--- src/rtl/pipemips_pkg.sv ---
// Shared types and default constants for the PipelineMIPS fetch front end.
package pipemips_pkg;

  typedef enum logic [1:0] {
    BOOT  = 2'd0,
    RUN   = 2'd1,
    DRAIN = 2'd2
  } fetch_state_e;

  localparam int          ADDR_W_DEF    = 32;
  localparam int          INC_DEF       = 4;
  localparam logic [31:0] RESET_VEC_DEF = 32'h0000_0000;
  localparam logic [31:0] EXC_VEC_DEF   = 32'h8000_0180;

endpackage

--- src/rtl/pc_next_sel.sv ---
// Redirect priority mux (exception > branch > jump) with word alignment and
// detection of a misaligned raw target.
module pc_next_sel
  import pipemips_pkg::*;
#(
  parameter int                ADDR_W  = ADDR_W_DEF,
  parameter logic [ADDR_W-1:0] EXC_VEC = ADDR_W'(EXC_VEC_DEF)
) (
  input  logic              exc,
  input  logic              pc_src,
  input  logic [ADDR_W-1:0] pc_branch,
  input  logic              jump,
  input  logic [ADDR_W-1:0] jump_target,
  output logic              redirect,
  output logic [ADDR_W-1:0] target,
  output logic              misaligned
);

  logic [ADDR_W-1:0] raw_target;

  always_comb begin
    raw_target = '0;
    if (exc) begin
      raw_target = EXC_VEC;
    end else if (pc_src) begin
      raw_target = pc_branch;
    end else if (jump) begin
      raw_target = jump_target;
    end
    redirect   = exc | pc_src | jump;
    target     = {raw_target[ADDR_W-1:2], 2'b00};
    misaligned = redirect & (raw_target[1:0] != 2'b00);
  end

endmodule

--- src/rtl/pc_fetch_unit.sv ---
// Program counter and instruction-fetch request unit: req/ready handshake,
// redirects with stale-fetch squashing, and a one-entry skid for stalled results.
module pc_fetch_unit
  import pipemips_pkg::*;
#(
  parameter int                ADDR_W    = ADDR_W_DEF,
  parameter logic [ADDR_W-1:0] RESET_VEC = ADDR_W'(RESET_VEC_DEF),
  parameter logic [ADDR_W-1:0] EXC_VEC   = ADDR_W'(EXC_VEC_DEF),
  parameter int                INC       = INC_DEF
) (
  input  logic              clk,
  input  logic              rst,
  input  logic              stall,
  input  logic              PCSrc,
  input  logic [ADDR_W-1:0] PCBranch,
  input  logic              jump,
  input  logic [ADDR_W-1:0] jump_target,
  input  logic              exc,
  output logic              imem_req,
  input  logic              imem_ready,
  output logic [ADDR_W-1:0] pcaddr,
  output logic [ADDR_W-1:0] pcplus4addr,
  output logic              fetch_valid,
  output logic [ADDR_W-1:0] fetch_pc,
  output logic              misalign_err
);

  fetch_state_e      state_q, state_d;
  logic [ADDR_W-1:0] pc_q, pc_d;
  logic [ADDR_W-1:0] pend_q, pend_d;
  logic [ADDR_W-1:0] res_pc_q, res_pc_d;
  logic              res_valid_q, res_valid_d;
  logic              skid_q, skid_d;
  logic              outstanding_q, outstanding_d;
  logic              misalign_q, misalign_d;

  logic              redirect;
  logic [ADDR_W-1:0] target;
  logic              misaligned;
  logic [ADDR_W-1:0] pc_plus;

  pc_next_sel #(
    .ADDR_W (ADDR_W),
    .EXC_VEC(EXC_VEC)
  ) u_next_sel (
    .exc        (exc),
    .pc_src     (PCSrc),
    .pc_branch  (PCBranch),
    .jump       (jump),
    .jump_target(jump_target),
    .redirect   (redirect),
    .target     (target),
    .misaligned (misaligned)
  );

  assign pc_plus = pc_q + ADDR_W'(INC);

  always_comb begin
    state_d     = state_q;
    pc_d        = pc_q;
    pend_d      = pend_q;
    res_pc_d    = res_pc_q;
    res_valid_d = res_valid_q;
    skid_d      = skid_q;
    misalign_d  = 1'b0;
    imem_req    = 1'b0;

    case (state_q)
      BOOT: begin
        state_d = RUN;
      end
      RUN: begin
        // A skidded result is delivered on its own cycle, so no new request then.
        imem_req = outstanding_q | (!stall & !skid_q);
        if (res_valid_q && !stall) begin
          res_valid_d = 1'b0;
          skid_d      = 1'b0;
        end
        if (redirect) begin
          misalign_d  = misaligned;
          res_valid_d = 1'b0;
          skid_d      = 1'b0;
          // A raised but unaccepted request must hold its address, so park the target.
          if (imem_req && !imem_ready) begin
            pend_d  = target;
            state_d = DRAIN;
          end else begin
            pc_d = target;
          end
        end else if (imem_req && imem_ready) begin
          pc_d        = pc_plus;
          res_pc_d    = pc_q;
          res_valid_d = 1'b1;
          skid_d      = stall;
        end
      end
      DRAIN: begin
        imem_req = 1'b1;
        if (redirect) begin
          misalign_d = misaligned;
          pend_d     = target;
        end
        if (imem_ready) begin
          pc_d    = redirect ? target : pend_q;
          state_d = RUN;
        end
      end
      default: begin
        state_d = BOOT;
      end
    endcase

    outstanding_d = imem_req & !imem_ready;
  end

  always_ff @(posedge clk or posedge rst) begin
    if (rst) begin
      state_q       <= BOOT;
      pc_q          <= RESET_VEC;
      pend_q        <= '0;
      res_pc_q      <= '0;
      res_valid_q   <= 1'b0;
      skid_q        <= 1'b0;
      outstanding_q <= 1'b0;
      misalign_q    <= 1'b0;
    end else begin
      state_q       <= state_d;
      pc_q          <= pc_d;
      pend_q        <= pend_d;
      res_pc_q      <= res_pc_d;
      res_valid_q   <= res_valid_d;
      skid_q        <= skid_d;
      outstanding_q <= outstanding_d;
      misalign_q    <= misalign_d;
    end
  end

  assign pcaddr       = pc_q;
  assign pcplus4addr  = pc_plus;
  assign fetch_valid  = res_valid_q & !stall;
  assign fetch_pc     = res_pc_q;
  assign misalign_err = misalign_q;

endmodule
--- config.mk ---
export PLATFORM = sky130hd
export DESIGN_NAME = pc_fetch_unit
export DESIGN_NICKNAME = d
export VERILOG_FILES = /design/src/rtl/pipemips_pkg.sv /design/src/rtl/pc_next_sel.sv /design/src/rtl/pc_fetch_unit.sv
export SDC_FILE = /design/constraint.sdc
export NUM_CORES = 1
export LEC_CHECK = 0
export CAP_MARGIN = 20
export CORE_MARGIN = 1.5
export CORE_UTILIZATION = 35
export DETAILED_ROUTE_END_ITERATION = 16
export HOLD_SLACK_MARGIN = 0.12
export MAX_ROUTING_LAYER = met4
export PLACE_DENSITY = 0.59
export REMOVE_ABC_BUFFERS = 1
export SLEW_MARGIN = 20
export SYNTH_ARGS = -nofsm -noshare
export SYNTH_HDL_FRONTEND = slang
export SYNTH_SLANG_ARGS = --single-unit
--- constraint.sdc ---
create_clock -name clk -period 4.1 [get_ports clk]
set_input_delay 0.615 -clock clk [delete_from_list [all_inputs] [get_ports clk]]
set_output_delay 0.615 -clock clk [all_outputs]
set_load 0.05 [all_outputs]
==> results of run 1 <==
-- cells by family (layout without fill, tap and decap cells) --
group,count (synthesis),count (layout),share of synthesized area [%]
flops,102,102,45.3
buf+inv,62,216,4.60
simple gates,166,166,15.3
mux,60,60,11.9
xor+xnor,28,28,4.35
fa+ha+maj,4,4,0.889
compound gates,153,153,17.6
-- worst paths after layout --
check,from,end,slack (ns),depth (start not counted)
setup / recovery,pcaddr[8],pcplus4addr[23],0.20,5
hold / removal,fetch_pc[0],fetch_pc[0],0.48,2
setup reg to reg,state_q[0],pcaddr[11],1.53,7
hold reg to reg,fetch_pc[0],fetch_pc[0],0.48,2
max in group asynchronous,rst,pend_q[29],2.66,3
min in group asynchronous,rst,fetch_pc[9],0.73,2
-- routing by layer --
layer	vias to the layer above	GRT usage (%)	routed length, µm
li1	2376	-	-
met1	2455	28.6	7800
met2	167	35.1	8440
met3	21	3.61	1050
met4	0	8.10	318
met5	-	-	0
-- state kept, by name, summed over array words and instances, names as in the netlist --
| register | count |
|---|---|
| res_valid_q | 1 |
| state_q | 2 |
| fetch_pc | 32 |
| misalign_err | 1 |
| outstanding_q | 1 |
| skid_q | 1 |
| pcaddr | 32 |
| pend_q | 32 |
-- per-stage QoR --
step                worst slack [ns]  power (µW)  cell area (µm²)  std cells
finish                         0.199        5880             7860        945
global route                  0.0532        6180             7860        945
CTS                            0.240        5920             7860        945
detailed placement             0.625        5110             7590        929
global placement               0.686        5060             7590        929
floorplan                      0.660        3870             5430        527
-- synth_stat cells, drive strengths merged (9+ instances only) --
cell	n	share of area, %
a22oi	18	2.4
clkbuf	36	2.4
xor2	14	2.2
nand2	44	2.9
nand3	10	0.89
xnor2	14	2.2
buf	12	1.3
dfrtp	102	45
nor2	49	3.3
a221oi	13	2.0
nand4	10	1.5
mux2	57	11
a21oi	39	3.5
nand3b	10	1.3
inv	14	0.93
o21ai	45	4.0
o2bb2ai	9	1.4
-- worst min-delay path, delay by kind of cell (launching register included) --
kind / cells / cell delay, ns
flip-flops: 1 / 0.34
AO/OA/AOI/OAI: 1 / 0.06
AND/OR/NAND/NOR: 1 / 0.05
-- power by group through the flow --
| stage | Combinational (µW) | Sequential [µW] | Clock (µW) |
|---|---|---|---|
| 5_1_grt | 3480 | 1850 | 847 |
| 2_1_floorplan | 1320 | 2540 | 0 |
| 6_report | 3300 | 1790 | 798 |
| 4_1_cts | 3330 | 1780 | 814 |
| 3_5_place_dp | 3310 | 1800 | 0 |
| 3_3_place_gp | 3280 | 1780 | 0 |
-- cell type report --
| class | instances | area, µm² | share of cell area, % |
|---|---|---|---|
| clock buffer | 11 | 243 | 3.09 |
| clock inverter | 5 | 25.0 | 0.318 |
| inverter | 14 | 55.1 | 0.700 |
| multi-input combinational | 411 | 2860 | 36.4 |
| sequential | 102 | 2550 | 32.5 |
| tap | 216 | 270 | 3.44 |
| timing repair buffer | 186 | 1850 | 23.6 |
==> impl_metrics.json, run 1 <==
{
  "critPathBufInv": 1,
  "cts_tree": "built",
  "crit_path_end_kind": "output port",
  "drt_iter0_drc": 325,
  "synth-main-ff-cell": "dfrtp_1",
  "synth_area_um2": 5630,
  "clkPwrFrac_pct": 13.6,
  "die_area_um2": 16900,
  "critical_path.slowest_cell": "clkdlybuf4s50_1",
  "p_int_uw": 3030,
  "cts_buffers": 9,
  "syn_to_final_growth_pct": 39.5,
  "period_share_pct": 95.2,
  "hold_buffers": 0,
  "p_leak_uw": 0.00332,
  "cts_root_buf": "clkbuf_16",
  "wl_um": 17600,
  "setup_viol": 0,
  "p_per_area_nw_per_um2": 749,
  "grt.total_usage_pct": 22.1,
  "drc": 0,
  "cp_top_family": "simple AND/OR/NAND/NOR gates",
  "core-area_um2": 15800,
  "port_buffers": 169,
  "cts_max_level": 3,
  "vias": 5019,
  "cts-resized-gates": 0,
  "worst_pin_slew_ns": 0.827,
  "path_max_fanout": 9,
  "drive_gt1_share_pct": 15.2,
  "die_w_um": 130,
  "post_cts_buffers": 0,
  "drv_cap": 0,
  "power.switching_uw": 2860,
  "core.rowCount": 46,
  "arrival_ns": 3.29,
  "switching_share_pct": 48.6,
  "place_congestion": 0.838,
  "comb_power_share_pct": 56.1,
  "syn_avg_cell_area_um2": 9.80,
  "slew_violations": 0,
  "utilization_pct": 49.7,
  "critPathLaunchType": "register",
  "synth_cell_type_count": 54,
  "insertion_delay_ns": 0.35,
  "clock_skew_ns": 0.00523,
  "grt_max_degree": 55,
  "peakVddDrop_mv": 0.332,
  "viasPerCell": 5.31,
  "grt_pass1_wl_um": 27600,
  "ys_warn_count": 0,
  "setup_tns_ns": 0,
  "worstPathCellList": "nand4_2, or4_4, nor4_1, xor2_1, clkdlybuf4s50_1",
  "final_common_cell": "clkdlybuf4s50_1",
  "io_pins": 170,
  "dr.pass1.iters": 5,
  "initial_core_util_pct": 35.6,
  "avgRoutedWirePerCell_um": 18.6,
  "yosys_register_bits": 102,
  "hold_class": "reg2reg",
  "maxSlewHeadroom_pct": 44.4,
  "dp_hpwl_um": 12500,
  "async_flop_share_pct": 100,
  "max_freq_mhz": 256,
  "nets": 799,
  "synth_edf_count": 0,
  "clock_path_buffers": 2,
  "yosysSeqAreaShare_pct": 45.3,
  "nFillCells": 1463,
  "slowest_delay_ns": 0.83,
  "postSynthCellCount": 575,
  "seq_power_share_pct": 30.3,
  "hold_violations": 0,
  "gr-total-overflow": 0,
  "antenna_found_initial": 0,
  "hold_ws_ns": 0.482,
  "die_h_um": 130,
  "crit_type": "reg2out",
  "grt_pass1_vias": 5057,
  "critPathRequiredTime_ns": 3.48,
  "finalCriticalPeriod_ns": 3.90,
  "cts_sinks": 102,
  "rsz0062_at_grt": "no",
  "outcome": "complete, no violations",
  "cts.clk_slew.worst_paths_ns": 0.07,
  "n_antenna_cell": 0,
  "mostFrequentLayoutCells": "164 x clkdlybuf4s50_1, 102 x dfrtp_1, 57 x mux2_2, 49 x nor2_1, 45 x o21ai_0",
  "ant_nets": 0
}
Power figures use the tool's default switching activity.
==> inputs of run 2 (changes only) <==
--- a/config.mk
+++ b/config.mk
@@ -9,10 +9,12 @@
 export CORE_MARGIN = 1.5
 export CORE_UTILIZATION = 35
 export DETAILED_ROUTE_END_ITERATION = 16
+export DONT_BUFFER_PORTS = 1
 export HOLD_SLACK_MARGIN = 0.12
 export MAX_ROUTING_LAYER = met4
-export PLACE_DENSITY = 0.59
+export PLACE_DENSITY = 0.45
 export REMOVE_ABC_BUFFERS = 1
+export SKIP_LAST_GASP = 1
 export SLEW_MARGIN = 20
 export SYNTH_ARGS = -nofsm -noshare
 export SYNTH_HDL_FRONTEND = slang
==> run 2 against run 1 <==
Combinational power decreased by 37%. Die area unchanged. Setup slack improved by 0.38 ns. Flip-flop and latch count stayed put. Register-to-register slack worse by 0.15 ns. Largest power group is now sequential cells.
==> impl_metrics.json, run 2 (synthesis gave the netlist of run 1 again) <==
{
  "reg2reg_depth": 7,
  "switching_share_pct": 51.6,
  "seq_power_share_pct": 44.9,
  "cts_tree": "built",
  "cts-resized-gates": 0,
  "grt_max_degree": 53,
  "fin_area_um2": 6430,
  "p_per_area_nw_per_um2": 841,
  "period_share_pct": 86.0,
  "core.rowCount": 46,
  "rsz0062_at_grt": "no",
  "antenna_found_initial": 0,
  "worst_pin_slew_ns": 1.03,
  "clkPwrFrac_pct": 16.8,
  "cts_sinks": 102,
  "initial_core_util_pct": 35.6,
  "final_common_cell": "dfrtp_1",
  "slew_violations": 0,
  "ant_nets": 0,
  "critPathLaunchType": "register",
  "dp_hpwl_um": 11500,
  "power.switching_uw": 2790,
  "hold_buffers": 0,
  "dr.pass1.iters": 4,
  "nets": 662,
  "finalCriticalPeriod_ns": 3.52,
  "critPathRequiredTime_ns": 3.48,
  "crit_path_end_kind": "output port",
  "drt_iter0_drc": 222,
  "p_int_uw": 2620,
  "crit_type": "reg2out",
  "die_h_um": 130,
  "mostFrequentLayoutCells": "102 x dfrtp_1, 57 x mux2_2, 49 x nor2_1, 48 x buf_4, 45 x o21ai_0",
  "drive_gt1_share_pct": 23.5,
  "grt_pass1_wl_um": 26200,
  "arrival_ns": 2.91,
  "peakVddDrop_mv": 0.312,
  "comb_power_share_pct": 38.3,
  "place_congestion": 0.797,
  "cts_max_level": 3,
  "clock_path_buffers": 2,
  "maxSlewHeadroom_pct": 31.0,
  "hold_class": "in2async",
  "setup_ws_ns": 0.576,
  "post_cts_buffers": 0,
  "slowest_delay_ns": 0.79,
  "setup_tns_ns": 0,
  "core-area_um2": 15800,
  "outcome": "complete, no violations",
  "dpl_cell_area_um2": 6110,
  "die_w_um": 130,
  "worstPathCellList": "nand4_4, or4_4, nor4_1, xor2_1, buf_4",
  "die_area_um2": 16900,
  "cts.clk_slew.worst_paths_ns": 0.07,
  "critical_path.slowest_cell": "dfrtp_1",
  "utilization_pct": 40.7,
  "setup_viol": 0,
  "max_freq_mhz": 284,
  "viasPerCell": 5.56,
  "io_pins": 170,
  "grt_pass1_vias": 4267,
  "port_buffers": 0,
  "grt.total_usage_pct": 21.4,
  "drv_cap": 0,
  "p_leak_uw": 0.00286,
  "wl_um": 17500,
  "drc": 0,
  "hold_violations": 0,
  "pre_cts_ws_ns": 0.955,
  "cts_buffers": 9,
  "insertion_delay_ns": 0.35,
  "syn_to_final_growth_pct": 14.2,
  "avgRoutedWirePerCell_um": 21.7,
  "clock_skew_ns": 0.00459,
  "path_max_fanout": 8,
  "gr-total-overflow": 0,
  "vias": 4483,
  "n_antenna_cell": 0,
  "cts_root_buf": "clkbuf_16"
}
## run 2: cell count changes in the layout (fill, tap and decap cells not counted), sizes merged
cell and delta:
clkinv -4, buf +27, bufinv +1, clkbuf +1, clkinvlp +1, clkdlybuf4s50 -164
## run 2: final cells by class
type                            count  area [µm²]
Clock inverter                      3        42.5
Multi-Input combinational cell    411        2870
Sequential cell                   102        2550
Timing Repair Buffer               49         380
Inverter                           14        55.1
Clock buffer                       12         267
Fill cell                        1585        9390
Tap cell                          216         270
## run 2: final timing paths
check / start / end / slack (ns)
max: pcaddr[14] / pcplus4addr[23] / 0.58
min: rst / fetch_pc[7] / 0.25
max reg2reg: pcaddr[3] / pcaddr[18] / 1.38
min reg2reg: pend_q[1] / pend_q[1] / 0.51
max in group asynchronous: rst / pcaddr[6] / 2.93
min in group clk: imem_ready / outstanding_q / 0.32
## run 2: layer usage
| layer | GRT usage, % | vias to the layer above | part of all wire [%] |
|---|---|---|---|
| met3 | 4.67 | 17 | 5.5 |
| met1 | 29.1 | 2217 | 47 |
| met5 | - | - | 0 |
| li1 | - | 2097 | - |
| met4 | 4.77 | 0 | 0.95 |
| met2 | 32.8 | 152 | 47 |
## run 2: power groups by stage
stage	registers, µW	logic, µW	clock network [µW]
floorplan	2540	1320	0
finish	2430	2070	910
CTS	2430	2080	934
global placement	2430	2050	0
global route	2480	2210	977
detailed placement	2450	2080	0
## run 2: worst max-delay path: cells and delay by family, from the launching register on
kind	cells	cell delay (ns)
and+or+nand+nor	3	1.29
xor gates and xnor gates	1	0.23
DFF	1	0.79
buffers and inverters	1	0.24
## run 2: per-stage QoR
step / std cells / power [µW] / hold slack, ns
after floorplan: 527 / 3870 / 0.459
after global routing: 807 / 5670 / 0.296
after CTS: 806 / 5450 / 0.282
after detailed placement: 791 / 4530 / 0.493
after global placement: 791 / 4480 / 0.480
final: 807 / 5410 / 0.250
==> inputs of run 3 (changes only) <==
--- a/config.mk
+++ b/config.mk
@@ -5,6 +5,7 @@
 export SDC_FILE = /design/constraint.sdc
 export NUM_CORES = 1
 export LEC_CHECK = 0
+export ABC_AREA = 0
 export CAP_MARGIN = 20
 export CORE_MARGIN = 1.5
 export CORE_UTILIZATION = 35
==> results of run 3 <==
Final layout, timing and power as in run 2 (identical DEF).
